===== config.mk =====
export PLATFORM = sky130hd
export DESIGN_NAME = addsub_seq
export DESIGN_NICKNAME = d
export VERILOG_FILES = /design/src/rtl/addsub_pkg.sv /design/src/rtl/add_chunk.sv /design/src/rtl/addsub_seq.sv
export SDC_FILE = /design/constraint.sdc
export NUM_CORES = 1
export LEC_CHECK = 0
export CAP_MARGIN = 20
export CORE_UTILIZATION = 53
export CTS_CLUSTER_SIZE = 12
export DETAILED_ROUTE_END_ITERATION = 7
export DONT_BUFFER_PORTS = 1
export PLACE_DENSITY = 0.67
export RECOVER_POWER = 50
export SYNTH_ARGS = -nofsm -noshare
export SYNTH_HDL_FRONTEND = slang
export SYNTH_HIERARCHICAL = 1
export SYNTH_SLANG_ARGS = --single-unit

===== constraint.sdc =====
create_clock -name clk -period 3.15 [get_ports clk]
set_input_delay 0.7875 -clock clk [delete_from_list [all_inputs] [get_ports clk]]
set_output_delay 0.7875 -clock clk [all_outputs]
set_load 0.03 [all_outputs]

===== src/rtl/addsub_pkg.sv =====
// Shared encodings for the chunked adder/subtractor.
// Latency: n/a (declarations only).
// Backpressure: n/a.
package addsub_pkg;

  // Operation codes presented on the op port
  localparam logic [1:0] OP_ADD = 2'b00;
  localparam logic [1:0] OP_ADC = 2'b01;
  localparam logic [1:0] OP_SUB = 2'b10;
  localparam logic [1:0] OP_SBB = 2'b11;

  // Control FSM states
  typedef enum logic [1:0] {
    S_IDLE = 2'd0,
    S_CALC = 2'd1,
    S_DONE = 2'd2
  } state_e;

endpackage


===== src/rtl/add_chunk.sv =====
// Combinational W-bit adder with carry in and carry out.
// Latency: 0 cycles (pure combinational).
// Backpressure: none; output follows inputs.
module add_chunk #(
  parameter int W = 8
) (
  input  logic [W-1:0] a,
  input  logic [W-1:0] b,
  input  logic         cin,
  output logic [W-1:0] sum,
  output logic         cout
);

  // One extra bit captures the carry out of the chunk
  always_comb begin
    {cout, sum} = {1'b0, a} + {1'b0, b} + {{W{1'b0}}, cin};
  end

endmodule


===== src/rtl/addsub_seq.sv =====
// Multi-cycle ADD/ADC/SUB/SBB over WIDTH bits, CHUNK bits per cycle via one shared chunk adder.
// Latency: out_valid rises NCHUNK cycles after the accepting edge; NCHUNK+2 cycles per op minimum.
// Backpressure: DONE holds result/flags stable until out_ready; in_ready only high in IDLE.
module addsub_seq
  import addsub_pkg::*;
#(
  parameter int WIDTH = 16,
  parameter int CHUNK = 8
) (
  input  logic             clk,
  input  logic             rst,
  input  logic             in_valid,
  output logic             in_ready,
  input  logic [1:0]       op,
  input  logic [WIDTH-1:0] a,
  input  logic [WIDTH-1:0] b,
  input  logic             carry_in,
  output logic             out_valid,
  input  logic             out_ready,
  output logic [WIDTH-1:0] result,
  output logic             carry_out,
  output logic             overflow,
  output logic             sign,
  output logic             zero
);

  localparam int NCHUNK = (CHUNK > 0) ? (WIDTH / CHUNK) : 1;
  localparam int KW     = $clog2(NCHUNK + 1);

  // Reject widths that cannot be split into whole chunks
  generate
    if (CHUNK < 1) begin : g_bad_chunk
      $error("addsub_seq: CHUNK must be at least 1");
    end else if ((WIDTH % CHUNK) != 0) begin : g_bad_width
      $error("addsub_seq: WIDTH must be a multiple of CHUNK");
    end
  endgenerate

  state_e           state_q, state_d;
  logic [WIDTH-1:0] a_q, a_d;
  logic [WIDTH-1:0] b_q, b_d;       // b already inverted for SUB/SBB
  logic             c_q, c_d;       // running carry between chunks
  logic [KW-1:0]    k_q, k_d;       // chunk index
  logic [WIDTH-1:0] acc_q, acc_d;   // working sum, filled one chunk per cycle
  logic [WIDTH-1:0] result_q, result_d;
  logic             cout_q, cout_d;
  logic             ov_q, ov_d;
  logic             sign_q, sign_d;
  logic             zero_q, zero_d;

  logic [WIDTH-1:0] b_eff;
  logic             cin_eff;
  logic [CHUNK-1:0] a_chunk, b_chunk, sum_chunk;
  logic             chunk_cout;
  logic [WIDTH-1:0] acc_next;

  // Decode the operation into effective B operand and initial carry
  always_comb begin
    b_eff   = b;
    cin_eff = 1'b0;
    case (op)
      OP_ADD: begin
        b_eff   = b;
        cin_eff = 1'b0;
      end
      OP_ADC: cin_eff = carry_in;
      OP_SUB: begin
        b_eff   = ~b;
        cin_eff = 1'b1;
      end
      OP_SBB: begin
        b_eff   = ~b;
        cin_eff = carry_in;
      end
      default: begin
        b_eff   = b;
        cin_eff = 1'b0;
      end
    endcase
  end

  // Select the operand chunks addressed by the chunk index
  always_comb begin
    a_chunk = '0;
    b_chunk = '0;
    for (int i = 0; i < NCHUNK; i++) begin
      if (k_q == KW'(i)) begin
        a_chunk = a_q[i*CHUNK +: CHUNK];
        b_chunk = b_q[i*CHUNK +: CHUNK];
      end
    end
  end

  add_chunk #(
    .W(CHUNK)
  ) u_add_chunk (
    .a   (a_chunk),
    .b   (b_chunk),
    .cin (c_q),
    .sum (sum_chunk),
    .cout(chunk_cout)
  );

  // Splice the fresh chunk sum into the working accumulator
  always_comb begin
    acc_next = acc_q;
    for (int i = 0; i < NCHUNK; i++) begin
      if (k_q == KW'(i)) begin
        acc_next[i*CHUNK +: CHUNK] = sum_chunk;
      end
    end
  end

  // Next-state and datapath control; published result/flags change only on entry to DONE
  always_comb begin
    state_d  = state_q;
    a_d      = a_q;
    b_d      = b_q;
    c_d      = c_q;
    k_d      = k_q;
    acc_d    = acc_q;
    result_d = result_q;
    cout_d   = cout_q;
    ov_d     = ov_q;
    sign_d   = sign_q;
    zero_d   = zero_q;
    case (state_q)
      S_IDLE: begin
        if (in_valid) begin
          a_d     = a;
          b_d     = b_eff;
          c_d     = cin_eff;
          acc_d   = '0;
          k_d     = '0;
          state_d = S_CALC;
        end
      end
      S_CALC: begin
        acc_d = acc_next;
        c_d   = chunk_cout;
        k_d   = k_q + KW'(1);
        if (k_q == KW'(NCHUNK - 1)) begin
          state_d  = S_DONE;
          result_d = acc_next;
          cout_d   = chunk_cout;
          sign_d   = acc_next[WIDTH-1];
          ov_d     = (a_q[WIDTH-1] == b_q[WIDTH-1]) && (acc_next[WIDTH-1] != a_q[WIDTH-1]);
          zero_d   = (acc_next == '0);
        end
      end
      S_DONE: begin
        if (out_ready) begin
          state_d = S_IDLE;
        end
      end
      default: state_d = S_IDLE;
    endcase
  end

  // State and datapath registers; reset discards any operation in flight
  always_ff @(posedge clk or posedge rst) begin
    if (rst) begin
      state_q  <= S_IDLE;
      a_q      <= '0;
      b_q      <= '0;
      c_q      <= 1'b0;
      k_q      <= '0;
      acc_q    <= '0;
      result_q <= '0;
      cout_q   <= 1'b0;
      ov_q     <= 1'b0;
      sign_q   <= 1'b0;
      zero_q   <= 1'b0;
    end else begin
      state_q  <= state_d;
      a_q      <= a_d;
      b_q      <= b_d;
      c_q      <= c_d;
      k_q      <= k_d;
      acc_q    <= acc_d;
      result_q <= result_d;
      cout_q   <= cout_d;
      ov_q     <= ov_d;
      sign_q   <= sign_d;
      zero_q   <= zero_d;
    end
  end

  assign in_ready  = (state_q == S_IDLE);
  assign out_valid = (state_q == S_DONE);
  assign result    = result_q;
  assign carry_out = cout_q;
  assign overflow  = ov_q;
  assign sign      = sign_q;
  assign zero      = zero_q;

endmodule


==> flow_metrics.env <==
export IMPL_status="completed"
export IMPL_maxCapViolations=0
export IMPL_final_cell_count_no_fill=466
export IMPL_ant_nets=0
export IMPL_cts_buffers=9
export IMPL_critPathLaunchType="register"
export IMPL_track_usage_pct=22.9
export IMPL_globalRouteOverflowTotal=0
export IMPL_cts_root_buf="clkbuf_8"
export IMPL_hold_viol=0
export IMPL_timing_final_crit_share_pct=97.1
export IMPL_drtIter0Drc=179
export IMPL_grt_busiest_layer="met2"
export IMPL_use_met3_pct=4.43
export IMPL_num_vias=2621
export IMPL_place_area_mm2=0.00386
export IMPL_syn_nets=405
export IMPL_antenna_cells=0
export IMPL_grt_pass1_wl_um=13000
export IMPL_crit_arrival_ps=3290
export IMPL_antenna_found_initial=0
export IMPL_start_util_pct=55.0
export IMPL_synthSimpleGateAreaFrac_pct=12.8
export IMPL_final_common_cell="dfrtp_1"
export IMPL_most_common_layout_cells="dfrtp_1 (72), nand2_1 (42), a21oi_1 (31), a22o_1 (31), nor2_1 (24)"
export IMPL_synthToLayoutAreaGrowth_pct=12.5
export IMPL_cts_tree="built"
export IMPL_clkSinkCount=72
export IMPL_synthMuxAreaShare_pct=6.97
export IMPL_whs_path_depth=1
export IMPL_cts_clk_slew_worst_paths_ps=80
export IMPL_syn_inst=355
export IMPL_dp_cells=446
export IMPL_pre_cts_slack_ps=-33.6
export IMPL_final_util_pct=61.8
export IMPL_firstDrtPassIters=4
export IMPL_dieArea_mm2=0.00738
export IMPL_yosysSeqAreaShare_pct=48.3
export IMPL_r2r_cells=13
export IMPL_grt_pass1_vias=2685
export IMPL_hold_path_class="register to register"
export IMPL_fin_area_mm2=0.00420
export IMPL_grt_max_degree=49
export IMPL_use_met2_pct=35.2
export IMPL_max_freq_mhz=327
export IMPL_die_h_um=85.9
export IMPL_drive_above_1_share_pct=20.8
export IMPL_period_minus_slack_ps=3060
export IMPL_yosys_warnings=6
export IMPL_hold_buffers=0
export IMPL_routed_via_density=5.62
export IMPL_gr_usage_met1_pct=31.5
export IMPL_finalSetupViolations=0
export IMPL_tightest_slew_ps=1140
export IMPL_wire_per_inst_um=16.9
export IMPL_synth_avg_cell_area_um2=10.5
export IMPL_required_ps=3380
export IMPL_slew_viol_final=0
export IMPL_synth_xor_xnor_area_share_pct=4.69
export IMPL_synthArstFlopShare_pct=100
export IMPL_core_area_mm2=0.00679
export IMPL_drc_errors=0
export IMPL_insertion_delay_ps=350
export IMPL_fin_nets=415
export IMPL_syn_cell_area_mm2=0.00373
export IMPL_rsz0062_at_grt="true"
export IMPL_gp_congestion=0.923
export IMPL_die_x_um=85.9
export IMPL_synth_compound_area_share_pct=18.7
export IMPL_cp_max_fo=5
export IMPL_critPathCaptureType="register"
export IMPL_crit_type="register to register"
export IMPL_fill_cells=554
export IMPL_clk_path_buf_depth=2
export IMPL_slew_headroom_pct=24.2
export IMPL_fp_row_count=30
export IMPL_synth_edf_count=0
export IMPL_layout_setup_ws_ps=92.3
export IMPL_post_dp_hpwl_um=5510
export IMPL_ys_types=45
export IMPL_synthAdderAreaFrac_pct=4.09
export IMPL_postRouteWirelength_um=7900
export IMPL_synthFlopType="dfrtp_1"
export IMPL_portBuffers=0
export IMPL_synth_top_family_by_area="compound AO/OA/AOI/OAI gates"
export IMPL_fin_worst_skew_ps=9.40
export IMPL_io_pins=61
export IMPL_cts_max_level=3
export IMPL_ys_seq_elements=72
sequential cells by signal (all words and copies together) (netlist names):
name and flops:
b_q 16, overflow 1, result 16, k_q 2
acc_q 16, a_q 16, zero 1, state_q 2
carry_out 1, c_q 1
stage by stage:
stage | hold WS [ps] | setup TNS (ps)
floorplan | 465 | 0
global placement | 483 | 0
detailed placement | 487 | -33.6
CTS | 433 | 0
global route | 524 | -46.2
finish | 509 | 0
logic make-up after synthesis:
| group | count (synthesis) |
|---|---|
| and+or+nand+nor | 103 |
| muxes | 18 |
| buffers and inverters | 29 |
| xor gates and xnor gates | 20 |
| adders and majority gates | 11 |
| AOI/OAI and AO/OA | 102 |
| DFF | 72 |
worst max-delay path: stages (launching register included):
cell and delay (ps):
dfrtp_1 400, buf_6 130, ha_4 170, buf_6 130
a22o_4 240, fa_2 410, fa_2 380, a21oi_2 160
o21a_1 200, xnor2_2 150, nor3_2 70, a22oi_1 180
a21oi_1 60, a32o_1 250
worst paths after layout:
check | from | endpoint | slack [ps]
max reg2reg | k_q[0] | zero | 90
min | acc_q[13] | acc_q[13] | 510
max | k_q[0] | zero | 90
min in group asynchronous | rst | a_q[10] | 620
max in group asynchronous | rst | result[0] | 950
min reg2reg | acc_q[13] | acc_q[13] | 510
per-layer routing:
metal  up-vias  part of all wire, %
met5         -                    0
met1      1274                   46
met4         0                  2.2
met2        75                   47
li1       1258                    -
met3        14                  5.0
synthesized netlist by cell type, types with 2 or more instances:
master    count  area [um2]
a21o_1       11        82.6
a21oi_1      34         170
a22o_1       32         280
a311o_1       2        20.0
buf_2        10        50.1
buf_4         2        15.0
buf_6         5        56.3
clkbuf_1      4        15.0
dfrtp_1      72        1800
fa_1          2        40.0
ha_1          9         113
inv_1         6        22.5
mux2_4       16         240
mux2i_1       2        20.0
nand2_1      42         158
nand2b_1      5        31.3
nand3_1       3        15.0
nor2_1       24        90.1
nor2b_1      11        68.8
nor3_1        6        30.0
nor4_1        2        12.5
o21ai_0      13        65.1
o21bai_1      2        15.0
xnor2_1      18         158
xor2_1        2        17.5
layout make-up:
type | instances | area [um2] | share of cell area, %
Clock buffer | 9 | 124 | 2.95
Clock inverter | 7 | 95.1 | 2.26
Inverter | 7 | 26.3 | 0.626
Multi-Input combinational cell | 254 | 1870 | 44.4
Sequential cell | 72 | 1800 | 42.9
Tap cell | 96 | 120 | 2.86
Timing Repair Buffer | 21 | 166 | 3.96
timing repair:
item | in CTS | in global routing
resized for setup | 0 | 20
buffers inserted | 3 | 1
setup endpoints to repair | 1 | 3
pin swaps | 7 | 11
Power is not shown: default switching activity piles up to over one toggle a cycle in this logic, so the estimate is an artifact.
